**src/rtl/mem_arbiter.sv**
```systemverilog
// Shares one memory port between fetch and load/store; one access in flight, at least one idle cycle between grants.
// Latency: grant registered one edge after request, result captured on the ack edge; stallreq_o holds the pipeline until both requests are done.
module mem_arbiter #(
    parameter bit DATA_FIRST = 1'b1
) (
    input  logic        clk,
    input  logic        rst,

    input  logic        inst_ce_i,
    input  logic [31:0] inst_addr_i,
    output logic [31:0] inst_data_o,

    input  logic        data_ce_i,
    input  logic        data_we_i,
    input  logic [31:0] data_addr_i,
    input  logic [3:0]  data_sel_i,
    input  logic [31:0] data_wdata_i,
    output logic [31:0] data_rdata_o,

    output logic        stallreq_o,

    output logic        mem_ce_o,
    output logic        mem_we_o,
    output logic [31:0] mem_addr_o,
    output logic [31:0] mem_wdata_o,
    output logic [3:0]  mem_sel_o,
    input  logic [31:0] mem_rdata_i,
    input  logic        mem_ack_i
);

    typedef enum logic [1:0] {
        IDLE     = 2'd0,
        DATA_ACC = 2'd1,
        INST_ACC = 2'd2
    } state_t;

    state_t      state_q;
    logic        inst_done_q;
    logic        data_done_q;
    logic        mem_ce_q;
    logic        mem_we_q;
    logic [31:0] mem_addr_q;
    logic [31:0] mem_wdata_q;
    logic [3:0]  mem_sel_q;
    logic [31:0] inst_data_q;
    logic [31:0] data_rdata_q;

    logic pend_d;
    logic pend_i;
    logic grant_d;
    logic grant_i;

    assign pend_d     = data_ce_i & ~data_done_q;
    assign pend_i     = inst_ce_i & ~inst_done_q;
    assign stallreq_o = pend_d | pend_i | (state_q != IDLE);

    // Priority only matters when both ports are pending in the same idle cycle.
    assign grant_d = DATA_FIRST ? pend_d : (pend_d & ~pend_i);
    assign grant_i = DATA_FIRST ? (pend_i & ~pend_d) : pend_i;

    always_ff @(posedge clk or negedge rst) begin
        if (!rst) begin
            state_q      <= IDLE;
            inst_done_q  <= 1'b0;
            data_done_q  <= 1'b0;
            mem_ce_q     <= 1'b0;
            mem_we_q     <= 1'b0;
            mem_addr_q   <= 32'd0;
            mem_wdata_q  <= 32'd0;
            mem_sel_q    <= 4'd0;
            inst_data_q  <= 32'd0;
            data_rdata_q <= 32'd0;
        end else begin
            case (state_q)
                IDLE: begin
                    if (!stallreq_o) begin
                        inst_done_q <= 1'b0;
                        data_done_q <= 1'b0;
                    end
                    if (grant_d) begin
                        state_q     <= DATA_ACC;
                        mem_ce_q    <= 1'b1;
                        mem_we_q    <= data_we_i;
                        mem_addr_q  <= data_addr_i;
                        mem_sel_q   <= data_sel_i;
                        mem_wdata_q <= data_wdata_i;
                    end else if (grant_i) begin
                        state_q     <= INST_ACC;
                        mem_ce_q    <= 1'b1;
                        mem_we_q    <= 1'b0;
                        mem_addr_q  <= inst_addr_i;
                        mem_sel_q   <= 4'b1111;
                        mem_wdata_q <= 32'd0;
                    end
                end
                DATA_ACC: begin
                    if (mem_ack_i) begin
                        state_q     <= IDLE;
                        mem_ce_q    <= 1'b0;
                        data_done_q <= data_ce_i;
                        if (!mem_we_q) begin
                            data_rdata_q <= mem_rdata_i;
                        end
                    end
                end
                INST_ACC: begin
                    if (mem_ack_i) begin
                        state_q     <= IDLE;
                        mem_ce_q    <= 1'b0;
                        inst_done_q <= inst_ce_i;
                        inst_data_q <= mem_rdata_i;
                    end
                end
                default: begin
                    state_q  <= IDLE;
                    mem_ce_q <= 1'b0;
                end
            endcase
        end
    end

    assign mem_ce_o     = mem_ce_q;
    assign mem_we_o     = mem_we_q;
    assign mem_addr_o   = mem_addr_q;
    assign mem_wdata_o  = mem_wdata_q;
    assign mem_sel_o    = mem_sel_q;
    assign inst_data_o  = inst_data_q;
    assign data_rdata_o = data_rdata_q;

endmodule

```
**config.mk**
```make
export PLATFORM = sky130hd
export DESIGN_NAME = mem_arbiter
export DESIGN_NICKNAME = d
export VERILOG_FILES = /design/src/rtl/mem_arbiter.sv
export SDC_FILE = /design/constraint.sdc
export NUM_CORES = 1
export LEC_CHECK = 0
export CORE_MARGIN = 1
export CORE_UTILIZATION = 44
export DETAILED_ROUTE_END_ITERATION = 16
export PLACE_DENSITY = 0.89
export SYNTH_ARGS = -nofsm -noshare
export SYNTH_HDL_FRONTEND = slang
export SYNTH_SLANG_ARGS = --single-unit
```
**constraint.sdc**
```tcl
create_clock -name clk -period 4 [get_ports clk]
set_input_delay 0.8 -clock clk [delete_from_list [all_inputs] [get_ports clk]]
set_output_delay 0.8 -clock clk [all_outputs]
set_load 0.1 [all_outputs]
```
==> flow_metrics.py <==
metrics = {
    "status": {
        "status": "finished clean",
    },
    "sta": {
        "slew_headroom_pct": 32.1,
        "finClkSkew_ns": 0.00950,
        "setup_viol": 0,
        "hold_viol": 0,
        "drv_slew": 0,
        "finalCritPeriodShare_pct": 69.5,
        "fin_ws_ns": 1.22,
        "rsz0062_at_grt": "false",
        "max_freq_ghz": 0.360,
        "min_period_ns": 2.78,
        "worst_pin_slew_ns": 1.02,
        "final.setup.tns_ns": 0,
    },
    "cells_and_area": {
        "fillers": 855,
        "final_util_pct": 72.6,
        "drive_above_1_share_pct": 25.1,
        "fin_nets": 780,
        "syn2layout_area_growth_pct": 59.6,
        "antenna_cells": 0,
    },
    "worst_setup_path": {
        "critPathArrivalTime_ns": 1.98,
        "path_max_fanout": 6,
        "end_kind": "output port",
        "cpPeakStageDelay_ns": 0.50,
        "r2r_slack_ns": 1.65,
        "critical_path_class": "in2out",
        "reg2reg_from": "state_q[0]$_DFFE_PN0P_",
        "worstPathRequired_ns": 3.20,
        "cpMaxStageDelayCell": "clkdlybuf4s50_1",
        "cp-start-kind": "primary input",
        "critPathLaunch": "inst_ce_i",
        "crit_chain": "clkdlybuf4s50_1, nand2b_1, nand3_1, buf_4",
        "cp_top_family": "buffers and inverters",
        "r2r_cells": 5,
        "path_buf_inv": 2,
        "reg2reg_to": "mem_addr_o[24]$_DFFE_PN0P_",
    },
    "yosys": {
        "ys_seq_elements": 138,
        "synth_xor_area_share_pct": 0,
        "synth.area.top_cells": "dfrtp_1 60%, mux2_2 15%, mux2_4 12%, a22o_1 5.0%, mux2_1 1.2%",
        "synth_top_area_share_pct": 59.6,
        "syn_area_um2": 5790,
        "yosysUniqueCellTypes": 32,
        "syn_inst": 361,
        "syn-num-nets": 503,
        "synth_top_area_cell": "dfrtp_1",
        "synth_adder_area_share_pct": 0.864,
        "ys_seq_area_share_pct": 59.6,
        "synth_top_family_by_area": "multiplexers",
        "yosysWarnings": 0,
        "synth-compound-area-share_pct": 6.87,
        "avgSynthCellArea_um2": 16.0,
        "synthMuxAreaShare_pct": 28.1,
        "yosys.area_share.simple_pct": 1.79,
    },
    "floorplanning": {
        "fp-row-count": 41,
        "die_h_um": 117,
        "die_width_um": 117,
        "coreArea_um2": 12700,
        "initial_core_util_pct": 45.5,
        "io_pins": 273,
        "die_area_um2": 13600,
    },
    "route": {
        "first_pass_iters": 4,
        "via_per_inst": 5.08,
        "route.antenna.remaining_nets": 0,
        "drtIter0Drc": 203,
        "vias": 4173,
        "wl_um": 15500,
        "routedWlPerCell_um": 18.9,
        "drc_errors": 0,
    },
    "cts": {
        "clk_latency_ns": 0.41,
        "cts_setup_buffers": 0,
        "cts_buffers": 17,
        "clock_path_buffers": 2,
        "cts_root_buffer": "clkbuf_16",
        "ctsHoldBuffers": 0,
        "cts_resized": 0,
        "cts.sinks": 138,
        "clk_pin_slew_worst_paths_ns": 0.06,
        "htree_num_levels": 4,
        "cts_tree": "yes",
    },
    "global_routing": {
        "grt_max_degree": 71,
        "antenna_found_initial": 0,
        "grt_pass1_vias": 4454,
        "grt_first_pass_wirelength_um": 23400,
        "track_usage_pct": 23.2,
        "overflow": 0,
    },
    "job": {
        "maxCapViolCount": 0,
    },
    "placed_design": {
        "dpl.hpwl_um": 11000,
        "portBuffers": 272,
        "dp_slack_ns": 1.05,
        "gp_congestion": 0.817,
    },
    "worst_hold_path": {
        "hold_path.class": "in2async",
    },
}
[stage by stage]
step / cell area (um^2) / hold WS (ns) / cells
after global routing: 9240 / 0.438 / 822
after detailed placement: 8670 / 0.491 / 791
after global placement: 8670 / 0.483 / 791
final: 9240 / 0.382 / 822
after floorplan: 5790 / 0.504 / 361
after CTS: 9240 / 0.406 / 822
[worst register-to-register path, cell delays in order, from the launching register on]
cell      delay (ns)
dfrtp_1         0.38
inv_1           0.13
ha_1            0.37
a21boi_4        0.76
buf_12          0.27
mux2_4          0.32
[layout make-up]
type | count | area [um^2] | area share [%]
Sequential cell | 138 | 3450 | 37.4
Timing Repair Buffer | 279 | 2800 | 30.3
Inverter | 2 | 7.51 | 0.0813
Clock buffer | 20 | 447 | 4.83
Clock inverter | 11 | 124 | 1.34
Multi-Input combinational cell | 200 | 2190 | 23.7
Tap cell | 172 | 215 | 2.33
[cells in the mapped netlist]
cell,instances
nand3b_1,1
a22o_1,33
buf_4,2
nand2_1,3
a21boi_1,1
and2_1,1
nor2b_1,4
o2bb2ai_1,1
mux2_1,6
buf_6,4
ha_1,4
dfrtp_1,138
nand4_1,1
a211oi_1,1
nor2_1,2
mux2_4,46
o22a_1,5
mux2_2,76
nand3_1,3
o21ai_1,1
inv_1,2
a31oi_1,1
buf_2,11
buf_8,2
nand2b_1,3
clkbuf_1,2
mux2i_1,1
a21oi_1,2
a2bb2oi_1,1
o22ai_1,1
and3_1,1
o21ai_0,1
[kinds of logic after synthesis]
kind of cell	count (synthesis)
compound gates	48
mux	129
simple gates	19
flops	138
fa+ha+maj	4
buf+inv	23
[how the worst max path moves through the flow]
stage	endpoint	cells past startpoint	slack [ns]
floorplan	stallreq_o	4	1.30
global route	stallreq_o	4	1.19
CTS	mem_addr_o[19]	1	1.21
global placement	mem_addr_o[14]$_DFFE_PN0P_	5	1.13
finish	stallreq_o	4	1.22
detailed placement	mem_addr_o[24]$_DFFE_PN0P_	5	1.05
[sequential cells by signal, summed over array words and instances, names as in the netlist]
name          count
mem_sel_o         4
mem_addr_o       32
inst_done_q       1
mem_wdata_o      32
mem_we_o          1
data_rdata_o     32
mem_ce_o          1
state_q           2
inst_data_o      32
data_done_q       1
[routing by layer]
metal  wire length, um  vias to the layer above  GRT usage [%]
met3              1100                       38           6.07
met1              5810                     2069           26.3
met5                 0                        -              0
met2              8150                      183           40.8
li1                  -                     1883              -
met4               454                        0           11.1
[cells in the final DEF, fill, tap and decap left out, types with 3 or more instances in the layout]
master           synthesis  routed
mux2_2                  76      76
mux2_1                   6       6
clkinv_4                 0       3
ha_1                     4       4
clkinv_2                 0       3
clkbuf_16                0      17
nand2_1                  3       3
nand3_1                  3       3
buf_4                    2       6
a22o_1                  33      33
o22a_1                   5       5
clkdlybuf4s50_1          0     270
dfrtp_1                138     138
nor2b_1                  4       4
clkinvlp_4               0       3
mux2_4                  46      46
Power is not shown: default switching activity piles up to over one toggle a cycle in this logic, so the estimate is an artifact.
